===== src/rtl/msg_sender2_pkg.sv =====
// Shared definitions for the message sender and its header byte mux.
//   HEADER_BYTES : number of header bytes preceding the data payload
//   DEFAULT_SYNC : default sync word, first field of every header
//   state_t      : sender FSM state encoding
package msg_sender2_pkg;

  localparam int          HEADER_BYTES = 8;
  localparam logic [15:0] DEFAULT_SYNC = 16'h1234;

  typedef enum logic [2:0] {
    Idle    = 3'd0,
    Prep    = 3'd1,
    WaitRdy = 3'd2,
    Load    = 3'd3,
    Gap     = 3'd4,
    DoneSt  = 3'd5
  } state_t;

endpackage


===== src/rtl/msg_sender2_hdr_mux.sv =====
// MsgHeaderMux: combinational selection of one header byte.
// Header layout (each 16-bit field LSB first):
//   0-1 sync, 2-3 message id, 4-5 byte count, 6-7 sequence number
// Ports:
//   index     in  3  header byte index 0-7
//   sync      in 16  sync word
//   msgId     in 16  message id
//   byteCount in 16  total byte count (header + data)
//   seqNum    in 16  sequence number
//   hdrByte   out 8  selected header byte
module MsgHeaderMux
  import msg_sender2_pkg::*;
(
  input  logic [2:0]  index,
  input  logic [15:0] sync,
  input  logic [15:0] msgId,
  input  logic [15:0] byteCount,
  input  logic [15:0] seqNum,
  output logic [7:0]  hdrByte
);

  always_comb begin
    hdrByte = 8'h00;
    case (index)
      3'd0: hdrByte = sync[7:0];
      3'd1: hdrByte = sync[15:8];
      3'd2: hdrByte = msgId[7:0];
      3'd3: hdrByte = msgId[15:8];
      3'd4: hdrByte = byteCount[7:0];
      3'd5: hdrByte = byteCount[15:8];
      3'd6: hdrByte = seqNum[7:0];
      3'd7: hdrByte = seqNum[15:8];
      default: hdrByte = 8'h00;
    endcase
  end

endmodule


===== src/rtl/msg_sender2.sv =====
// msg_sender2: sends one of two fixed-format messages byte by byte to a
// parallel-to-serial converter. Each message is an 8-byte header followed
// by LENn bytes read sequentially from data RAM n.
// Ports:
//   Clock                in  clock, all logic on posedge
//   Clear                in  synchronous active-high reset
//   Send1/Send2          in  transmit requests, only honoured in Idle
//   Busy                 out high whenever not Idle
//   Done                 out one-cycle pulse after the last byte is loaded
//   TxByte/TxLoad        out byte and its load strobe to the serializer
//   TxReady              in  serializer can accept a byte
//   ClearMsg1/ClearMsg2  out reset data RAM n read address
//   ReadMsg1/ReadMsg2    out advance data RAM n read address
//   DataByte1/DataByte2  in  data RAM n output (1 cycle after a strobe)
module msg_sender2
  import msg_sender2_pkg::*;
#(
  parameter logic [15:0] SYNC = DEFAULT_SYNC,
  parameter logic [15:0] ID1  = 16'd101,
  parameter logic [15:0] ID2  = 16'd102,
  parameter logic [15:0] LEN1 = 16'd16,
  parameter logic [15:0] LEN2 = 16'd16
) (
  input  logic       Clock,
  input  logic       Clear,
  input  logic       Send1,
  input  logic       Send2,
  output logic       Busy,
  output logic       Done,
  output logic [7:0] TxByte,
  output logic       TxLoad,
  input  logic       TxReady,
  output logic       ClearMsg1,
  output logic       ClearMsg2,
  output logic       ReadMsg1,
  output logic       ReadMsg2,
  input  logic [7:0] DataByte1,
  input  logic [7:0] DataByte2
);

  state_t      state, nextState;
  logic        sel;        // 0 = message 1, 1 = message 2
  logic [16:0] idx;        // 17 bits so 8+LEN never overflows
  logic [15:0] seqNum;

  logic [16:0] lenSel;
  logic [16:0] lastIdx;
  logic [15:0] byteCount;
  logic [15:0] msgId;
  logic        isData;
  logic [7:0]  hdrByte;
  logic [7:0]  dataByte;

  assign lenSel    = {1'b0, (sel ? LEN2 : LEN1)};
  assign lastIdx   = lenSel + 17'(HEADER_BYTES - 1);
  assign byteCount = lenSel[15:0] + 16'(HEADER_BYTES);  // wraps mod 2^16
  assign msgId     = sel ? ID2 : ID1;
  assign isData    = (idx >= 17'(HEADER_BYTES));
  assign dataByte  = sel ? DataByte2 : DataByte1;

  MsgHeaderMux uHdrMux (
    .index    (idx[2:0]),
    .sync     (SYNC),
    .msgId    (msgId),
    .byteCount(byteCount),
    .seqNum   (seqNum),
    .hdrByte  (hdrByte)
  );

  always_ff @(posedge Clock) begin
    if (Clear) begin
      state  <= Idle;
      sel    <= 1'b0;
      idx    <= '0;
      seqNum <= '0;
    end else begin
      state <= nextState;
      case (state)
        Idle:    if (Send1) sel <= 1'b0;
                 else if (Send2) sel <= 1'b1;
        Prep:    idx <= '0;
        Gap:     idx <= idx + 17'd1;
        DoneSt:  seqNum <= seqNum + 16'd1;
        default: ;
      endcase
    end
  end

  always_comb begin
    nextState = state;
    Busy      = (state != Idle);
    Done      = 1'b0;
    TxLoad    = 1'b0;
    TxByte    = 8'h00;
    ClearMsg1 = 1'b0;
    ClearMsg2 = 1'b0;
    ReadMsg1  = 1'b0;
    ReadMsg2  = 1'b0;
    case (state)
      Idle:    if (Send1 || Send2) nextState = Prep;
      Prep: begin
        ClearMsg1 = ~sel;
        ClearMsg2 = sel;
        nextState = WaitRdy;
      end
      WaitRdy: if (TxReady) nextState = Load;
      Load: begin
        TxLoad = 1'b1;
        TxByte = isData ? dataByte : hdrByte;
        // Advance the RAM address as its byte is consumed so the next one
        // is valid by the following Load.
        ReadMsg1  = isData & ~sel;
        ReadMsg2  = isData & sel;
        nextState = Gap;
      end
      Gap:     nextState = (idx == lastIdx) ? DoneSt : WaitRdy;
      DoneSt: begin
        Done      = 1'b1;
        nextState = Idle;
      end
      default: nextState = Idle;
    endcase
  end

endmodule


===== config.mk =====
export PLATFORM = sky130hd
export DESIGN_NAME = msg_sender2
export DESIGN_NICKNAME = d
export VERILOG_FILES = /design/src/rtl/msg_sender2_pkg.sv /design/src/rtl/msg_sender2_hdr_mux.sv /design/src/rtl/msg_sender2.sv
export SDC_FILE = /design/constraint.sdc
export NUM_CORES = 1
export LEC_CHECK = 0
export CAP_MARGIN = 20
export CORE_UTILIZATION = 29
export DETAILED_ROUTE_END_ITERATION = 10
export PLACE_DENSITY = 0.45
export SYNTH_ARGS = -nofsm -noshare
export SYNTH_HDL_FRONTEND = slang
export SYNTH_SLANG_ARGS = --single-unit

===== constraint.sdc =====
create_clock -name Clock -period 5.95 [get_ports Clock]
set_clock_uncertainty 0.1 [all_clocks]
set_input_delay 1.19 -clock Clock [delete_from_list [all_inputs] [get_ports Clock]]
set_output_delay 1.19 -clock Clock [all_outputs]
set_load 0.02 [all_outputs]

* Word-level counts from Yosys, hierarchy flattened *
Index checks and enable logic that the tools add are counted.

operators by class
  bitwise operators = 3
  reduce and logical (&&, ||, !) cells = 8
  magnitude comparators = 1
  $add $sub $neg = 2
  mux-type cells = 18
  eq/ne operators = 15

operators with widths
  cell                                                  count
  case mux 8 bit (8 select lines)                       1
  case mux 17 bit (2 select lines)                      1
  two-way mux 8 bit                                     3
  equality test 3 bit, second input constant            6
  adder 17 x 1 -> 17 bit, second input constant         1
  equality test 17 x 5 -> 1 bit, second input constant  1
  >= comparator 17 x 4 -> 1 bit, second input constant  1
  adder 16 x 1 -> 16 bit, second input constant         1
  case mux 3 bit (5 select lines)                       1
  equality test 3 x 2 -> 1 bit, second input constant   4
  two-way mux 3 bit                                     3
  two-way mux 1 bit                                     8
  equality test 3 x 1 -> 1 bit, second input constant   2
  logical NOT 3 bit                                     2
  inequality test 2 bit, second input constant          2
  AND reduction 2 bit                                   2
  nonzero test 2 bit                                    2
  nonzero test 3 bit                                    1
  AND 1 bit                                             2
  two-way mux 2 bit                                     1
  logical OR 1 bit                                      1
  NOT 1 bit                                             1

storage, ports and cells
  output and inout port bits = 15
  bits in registers = 37
  word-level logic and storage cells = 51
  bits of input ports = 21

* Logic depth before layout (Yosys ltp) *
Gate-level depths: netlist (run 1).

  depth in word-level cells = 4
  mapped depth = 7
  gate-level depth less buffers = 6

* Hierarchy *
From an unflattened synthesis (run 1), not the netlist that was laid out.

unflattened totals
  cells, all modules = 301
  area total of the unflattened synthesis = 2712.6 um2

modules (own cells, without submodules)
  module        cells an instance  seq. area each (um2)  area each (um2)  instances
  msg_sender2   262                740.7                 2144.6           1
  MsgHeaderMux  39                 0.0                   568.0            1

* Worst setup path before layout (run 1) *
No wires, ideal clock.

  path type = reg-to-output
  from = register idx[0]
  to = output port TxByte[2]
  slack = 2.685 ns
  data required time = 4.660 ns
  buffers on the path = 2
  stages on the path, launching flop included = 8
  data arrival time = 1.975 ns
  path through = dfxtp_1 > ha_1 > clkbuf_1 > and2_1 > clkbuf_1 > nand2_1 > and3_1 > a211oi_1

on the way
  longest elaborated chain between the ends = 4
  elaborated cells between the ends (all ways) = 12
  those cells by class = order compare (1); eq/ne (7); mux (3); reduce/logical (1)

RTL lines
  element                                                                line                RTL
  start: declaration                                                     msg_sender2.sv:43   logic [16:0] idx;
  start signal: assignment                                               msg_sender2.sv:82   Gap: idx <= idx + 17'd1;
  branches (longest 2 deep; another with >= comparator 17 x 4 -> 1 bit)  n/a
  two-way mux 8 bit *                                                    msg_sender2.sv:109  TxByte = isData ? dataByte : hdrByte;
  two-way mux 8 bit *                                                    msg_sender2.sv:99   case (state)
  end: declaration                                                       msg_sender2.sv:30   output logic [7:0] TxByte,

Mark *: on every way between the ends.

* Worst setup path after layout (run 1) *
  from = register idx[8]
  to = output port TxByte[4]

on the way
  longest elaborated chain between the ends = 3

RTL lines
  element                        line                RTL
  >= comparator 17 x 4 -> 1 bit  msg_sender2.sv:58   assign isData = (idx >= 17'(HEADER_BYTES));
  two-way mux 8 bit              msg_sender2.sv:109
  two-way mux 8 bit              msg_sender2.sv:99

No other way between the ends.

==> results of run 1 <==
metal layers:
layer / vias to the layer above / track usage (%) / part of all wire (%)
met1: 1066 / 22.13 / 53
met2: 46 / 23.35 / 41
met3: 7 / 3.284 / 4.2
met5: - / 0 / 0
li1: 1156 / - / -
met4: 0 / 5.769 / 1.3
power groups by stage:
stage | logic (mW) | registers, mW | clock network [mW]
final | 0.0993 | 0.269 | 0.239
after global routing | 0.109 | 0.271 | 0.256
after CTS | 0.100 | 0.270 | 0.245
after detailed placement | 0.0996 | 0.275 | 0
after global placement | 0.0999 | 0.275 | 0
after floorplan | 0.0742 | 0.260 | 0
worst max-delay path: stages (launching register included):
cell and delay (ns):
dfxtp_1 0.37, nor4_1 0.36, and4_1 0.52, and2_1 0.42, o211a_1 0.21, clkdlybuf4s50_1 0.60
layout make-up:
cell class,count,share of cell area (%)
Multi-Input combinational cell,232,52.22
Sequential cell,37,25.57
Timing Repair Buffer,37,12.61
Tap cell,102,4.406
Clock buffer,6,2.851
Clock inverter,2,1.296
Inverter,8,1.037
final timing paths:
path	from	to	slack (ns)
worst max-delay path	idx[8]	TxByte[4]	1.88
worst min-delay path	idx[16]	idx[16]	0.40
worst max register to register	state[2]	idx[15]	3.48
worst min register to register	idx[16]	idx[16]	0.40
cell families after synthesis:
kind of cell    synth area share, %
xor+xnor                      4.029
fa+ha+maj                     3.140
mux                           5.128
flops                         30.98
buf+inv                       5.756
simple gates                  31.34
compound gates                19.62
metrics by stage:
stage                     std cells  utilization [%]  instance area [um^2]  hold slack (ns)  total power, mW
after global routing            424            36.91                  2897           0.4208           0.6361
final                           424            36.91                  2897           0.3972           0.6073
after global placement          416            35.38                  2776           0.3812           0.3753
after CTS                       424            36.91                  2897           0.4038           0.6146
after floorplan                 301                -                  2391           0.3463           0.3343
after detailed placement        416            35.38                  2776           0.3920           0.3751
flip-flops by register name, indices dropped and copies added, names as in the netlist:
| register | flops |
|---|---|
| seqNum | 16 |
| sel | 1 |
| state | 3 |
| idx | 17 |
placed cells by master (no fill, tap or decap), types with 5 or more instances in the layout:
cell type	instances
ha_1	6
nand2_1	18
nor3_1	7
mux2_2	9
or3_1	5
nor3b_1	5
a21oi_1	32
o31ai_1	5
clkdlybuf4s50_1	35
dfxtp_1	37
xnor2_1	7
and3_1	7
a211oi_1	8
clkbuf_8	6
nor2_1	29
and4_1	6
nand3_1	15
o21ai_0	11
inv_1	8
nand4_1	8
or4_1	5
==> reports/results.ini, run 1 <==
[status]
outcome = finished clean

[cells_and_area]
nFillCells = 870
multi_input_area_mm2 = 0.001513
antenna_cells = 0
drive_gt1_share_pct = 7.764
syn_to_final_growth_pct = 21.14
final_nets = 348
seq_area_um2 = 740.7

[route]
wirelength_um = 6459
via_per_inst = 5.366
drc = 0
drt_iter0_markers = 102
dr.pass1.iters = 4
detail-route-antenna-nets = 0
vias = 2275
drt-wirelength-per-cell_um = 15.23

[power]
pwr-share-comb_pct = 16.3
ir_drop_mv = 0.07635
p_clk_share_pct = 39.3
switching_power_mw = 0.1672
cellPowerDensity_mw_per_mm2 = 209.7
seqPwrFrac_pct = 44.3
p_leak_nw = 0.9713
p_int_mw = 0.4402
swShare_pct = 27.52

[cts]
clkSinkCount = 37
cts.hold.buffers_added = 0
insertion_delay_ns = 0.30
clk_path_buf_depth = 2
cts_buffers = 5
root_buffer = clkbuf_8
htree_levels = 2
cts_tree = done
cts.clk_slew.worst_paths_ns = 0.08
cts_setup_buffers = 0
cts_resized = 0

[setup_path]
arrival_ns = 2.78
critPathRequiredTime_ns = 4.66
start_kind = flip-flop
crit_path_end_kind = primary output
crit_type = reg -> out
crit_fanout = 11
r2r_cells = 4

[logic_synthesis]
synth_cells = 301
synth.cells.most_frequent = 37 x dfxtp_1, 32 x a21oi_1, 29 x nor2_1
synth_fp_nets = 328
synth.most_common_cell = dfxtp_1
async_reset_ff_share_pct = 0
synth_cell_types = 52
seq_area_frac_synth_pct = 30.98
yosysWarningCount = 0
yosysTopAreaCellShare_pct = 30.98
synth_edf_count = 0
yosys-top-cells-area = dfxtp_1 31%, a21oi_1 6.7%, nor2_1 4.6%, mux2_2 4.2%, ha_1 3.1%
netlist.top_cell.by_area = dfxtp_1
synth_area_per_cell_um2 = 7.944
synth_flop_cell = dfxtp_1
synth-seq-cells = 37
mappedNetlistArea_mm2 = 0.002391

[grt]
overflow = 0
grt_pass1_vias = 2095
track_usage_pct = 15.72
grt_pass1_wl_um = 10650
antenna_found_initial = 0
grt_max_degree = 41

[sta]
tns_ns = 0
relSlewSlack_pct = 47.40
hold_violations = 0
period_minus_slack_ns = 4.065
drv_slew = 0
finalWorstSetupSlack_ns = 1.885
worst_slew_pin_slew_ns = 0.7856
finalCritPeriodShare_pct = 68.32
rsz0062_at_grt = no
finalSetupViolCount = 0
fmax_mhz = 246.0

[floorplanning]
dieArea_mm2 = 0.008612
rows = 32
num_io_pins = 36
die_x_um = 92.80
initial_core_util_pct = 30.47
die_h_um = 92.80
core_mm2 = 0.007848

[run]
drv_cap = 0

[placed_design]
port_buffers = 35
routabilityCongestion = 0.7552
place_ws_ns = 1.927
dp_hpwl_um = 4604

[min_path]
holdCritPathClass = reg -> reg
hold_depth = 2

Note: power is estimated with default switching activity, not from simulation.
==> run 2: changes to the inputs <==
PLACE_DENSITY = 0.47   (was 0.45)
clock period = 3.4 ns   (was 5.95 ns; I/O delays follow)
==> run 2 against run 1 <==
Net effect:
- die area is the same
- clock-buffer cell count unchanged
- sequential power rose by 70%
- clock power is 71% higher
- critical path type unchanged
==> reports/results.ini, run 2 (same netlist as run 1, synthesis figures left out) <==
[status]
outcome = finished clean

[min_path]
holdCritPathClass = reg -> reg

[route]
vias = 2275  ; unchanged
drt_iter0_markers = 115  ; +13%
via_per_inst = 5.254  ; -2.1%
drc = 0  ; unchanged
dr.pass1.iters = 4  ; unchanged
drt-wirelength-per-cell_um = 15.14  ; -0.59%
wirelength_um = 6557  ; +1.5%
detail-route-antenna-nets = 0  ; unchanged

[sta]
worst_slew_pin_slew_ns = 0.6762  ; -0.1094 ns
finalWorstSetupSlack_ns = 0.1640  ; -1.721 ns
tns_ns = 0  ; unchanged
hold_violations = 0  ; unchanged
finalCritPeriodShare_pct = 95.18
drv_slew = 0  ; unchanged
finalSetupViolCount = 0  ; unchanged
rsz0062_at_grt = no
period_minus_slack_ns = 3.236
fmax_mhz = 309.0
relSlewSlack_pct = 54.78  ; +7.4 points
fin_hold_ws_ns = 0.3863  ; -0.01091 ns

[power]
pwr-share-comb_pct = 18.9  ; +2.6 points
switching_power_mw = 0.2882  ; +72%
p_clk_share_pct = 38.3  ; -1.0 points
total_power_mw = 1.067  ; +76%
p_leak_nw = 1.061  ; +9.2%
seqPwrFrac_pct = 42.8  ; -1.5 points
swShare_pct = 27.02  ; -0.51 points
p_int_mw = 0.7786  ; +77%
cellPowerDensity_mw_per_mm2 = 358.1  ; +71%
ir_drop_mv = 0.1691  ; +120%

[cts]
insertion_delay_ns = 0.30  ; about the same
cts_buffers = 5  ; unchanged
cts.clk_slew.worst_paths_ns = 0.09  ; about the same
clkSinkCount = 37  ; unchanged
root_buffer = clkbuf_8
cts_setup_buffers = 0  ; unchanged
htree_levels = 2  ; unchanged
clk_path_buf_depth = 2  ; unchanged
cts_tree = done

[grt]
grt_pass1_wl_um = 11050  ; +3.8%
overflow = 0  ; unchanged
track_usage_pct = 16.20  ; +0.48 points
antenna_found_initial = 0  ; unchanged
grt_pass1_vias = 2149  ; +2.6%
grt_max_degree = 24  ; -41%

[floorplanning]
die_h_um = 92.80  ; unchanged
core_mm2 = 0.007848  ; unchanged
initial_core_util_pct = 30.47  ; unchanged
dieArea_mm2 = 0.008612  ; unchanged
num_io_pins = 36  ; unchanged
die_x_um = 92.80  ; unchanged
rows = 32  ; unchanged

[cells_and_area]
final_nets = 357  ; +2.6%
final_area_mm2 = 0.002979  ; +2.9%
final_util_pct = 37.96  ; +1.1 points
finalNonFillerCells = 433  ; +2.1%
antenna_cells = 0  ; unchanged
regMostFlops = idx
final_common_cell = dfxtp_1
top_regs = idx: 17 flops, seqNum: 16 flops, state: 3 flops
drive_gt1_share_pct = 12.08  ; +4.3 points
largest_reg_flops = 17  ; unchanged
layout_common_cells = 36 x dfxtp_1, 32 x a21oi_1, 32 x clkdlybuf4s50_1, 29 x nor2_1, 18 x nand2_1
syn_to_final_growth_pct = 24.59

[run]
drv_cap = 0  ; unchanged

[setup_path]
critPathRequiredTime_ns = 2.62  ; -2.04 ns
rrSetupSlack_ns = 1.40  ; -2.08 ns
arrival_ns = 2.46  ; -0.32 ns
start_kind = flip-flop
startpoint = idx[8]
crit_path_end_kind = primary output
endpoint = TxByte[0]
crit_fanout = 11  ; unchanged
critPathMaxStageDelay_ns = 0.56  ; -0.04 ns
cp_slowest_cell = clkdlybuf4s50_1
rr_startpoint = state[2]
regToRegEndpoint = seqNum[14]
path_cells = nor4_1 -> and4_4 -> and2_2 -> buf_4 -> a211oi_1 -> clkdlybuf4s50_1
crit_type = reg -> out
r2r_cells = 4  ; unchanged

[placed_design]
routabilityCongestion = 0.8255  ; +9.3%
place_ws_ns = 0.1903  ; -1.737 ns
port_buffers = 35  ; unchanged
dp_cells = 425  ; +2.2%
dp_hpwl_um = 4885  ; +6.1%
place_area_mm2 = 0.002844  ; +2.4%

==> run 2: cell types whose count changed in the layout (fill, tap and decap cells not counted), moves of 2 or more <==
cell and delta:
and2_2 +2, dlymetal6s2s_1 +2, and2_1 -2, clkdlybuf4s50_1 -3
ha_1 -2, ha_2 +2, buf_4 +9
==> run 2: layout make-up <==
cell class	count	area, um^2
Clock inverter	2	37.54
Multi-Input combinational cell	232	1523
Tap cell	102	127.6
Clock buffer	6	82.58
Fill cell	830	4868
Sequential cell	37	742.0
Inverter	8	30.03
Timing Repair Buffer	46	436.7
==> run 2: what timing repair did <==
item	4_1_cts	5_1_grt
gates resized for setup	4	6
setup endpoints to repair	8	7
hold buffers	0	0
==> run 2: worst max-delay path, delay by kind of cell (launching register included) <==
| family | cells | cell delay [ns] |
|---|---|---|
| AO/OA/AOI/OAI | 1 | 0.07 |
| buffers and inverters | 2 | 0.71 |
| flip-flops | 1 | 0.37 |
| AND/OR/NAND/NOR | 3 | 1.01 |
==> run 2: worst min path at each step <==
| stage | startpoint | endpoint | slack (ns) | cells after the start |
|---|---|---|---|---|
| 2_1_floorplan | idx[16] | idx[16] | 0.35 | 2 |
| 3_3_place_gp | idx[16] | idx[16] | 0.36 | 2 |
| 3_5_place_dp | idx[16] | idx[16] | 0.38 | 2 |
| 4_1_cts | idx[16] | idx[16] | 0.39 | 2 |
| 5_1_grt | seqNum[14] | seqNum[14] | 0.42 | 2 |
| 6_report | idx[16] | idx[16] | 0.39 | 2 |
==> run 2: power by group through the flow <==
stage | combinational (mW) | sequential (mW) | clock, mW
after floorplan | 0.130 | 0.455 | 0
after global placement | 0.207 | 0.468 | 0
after detailed placement | 0.206 | 0.467 | 0
after CTS | 0.206 | 0.457 | 0.421
after global routing | 0.223 | 0.459 | 0.439
final | 0.202 | 0.457 | 0.408
==> run 2: metal layers <==
| metal | vias up | routed length, um | global-route usage [%] |
|---|---|---|---|
| li1 | 1167 | - | - |
| met1 | 1047 | 3386 | 23.07 |
| met2 | 55 | 2781 | 24.63 |
| met3 | 6 | 310 | 3.038 |
| met4 | 0 | 79 | 4.615 |
| met5 | - | 0 | 0 |
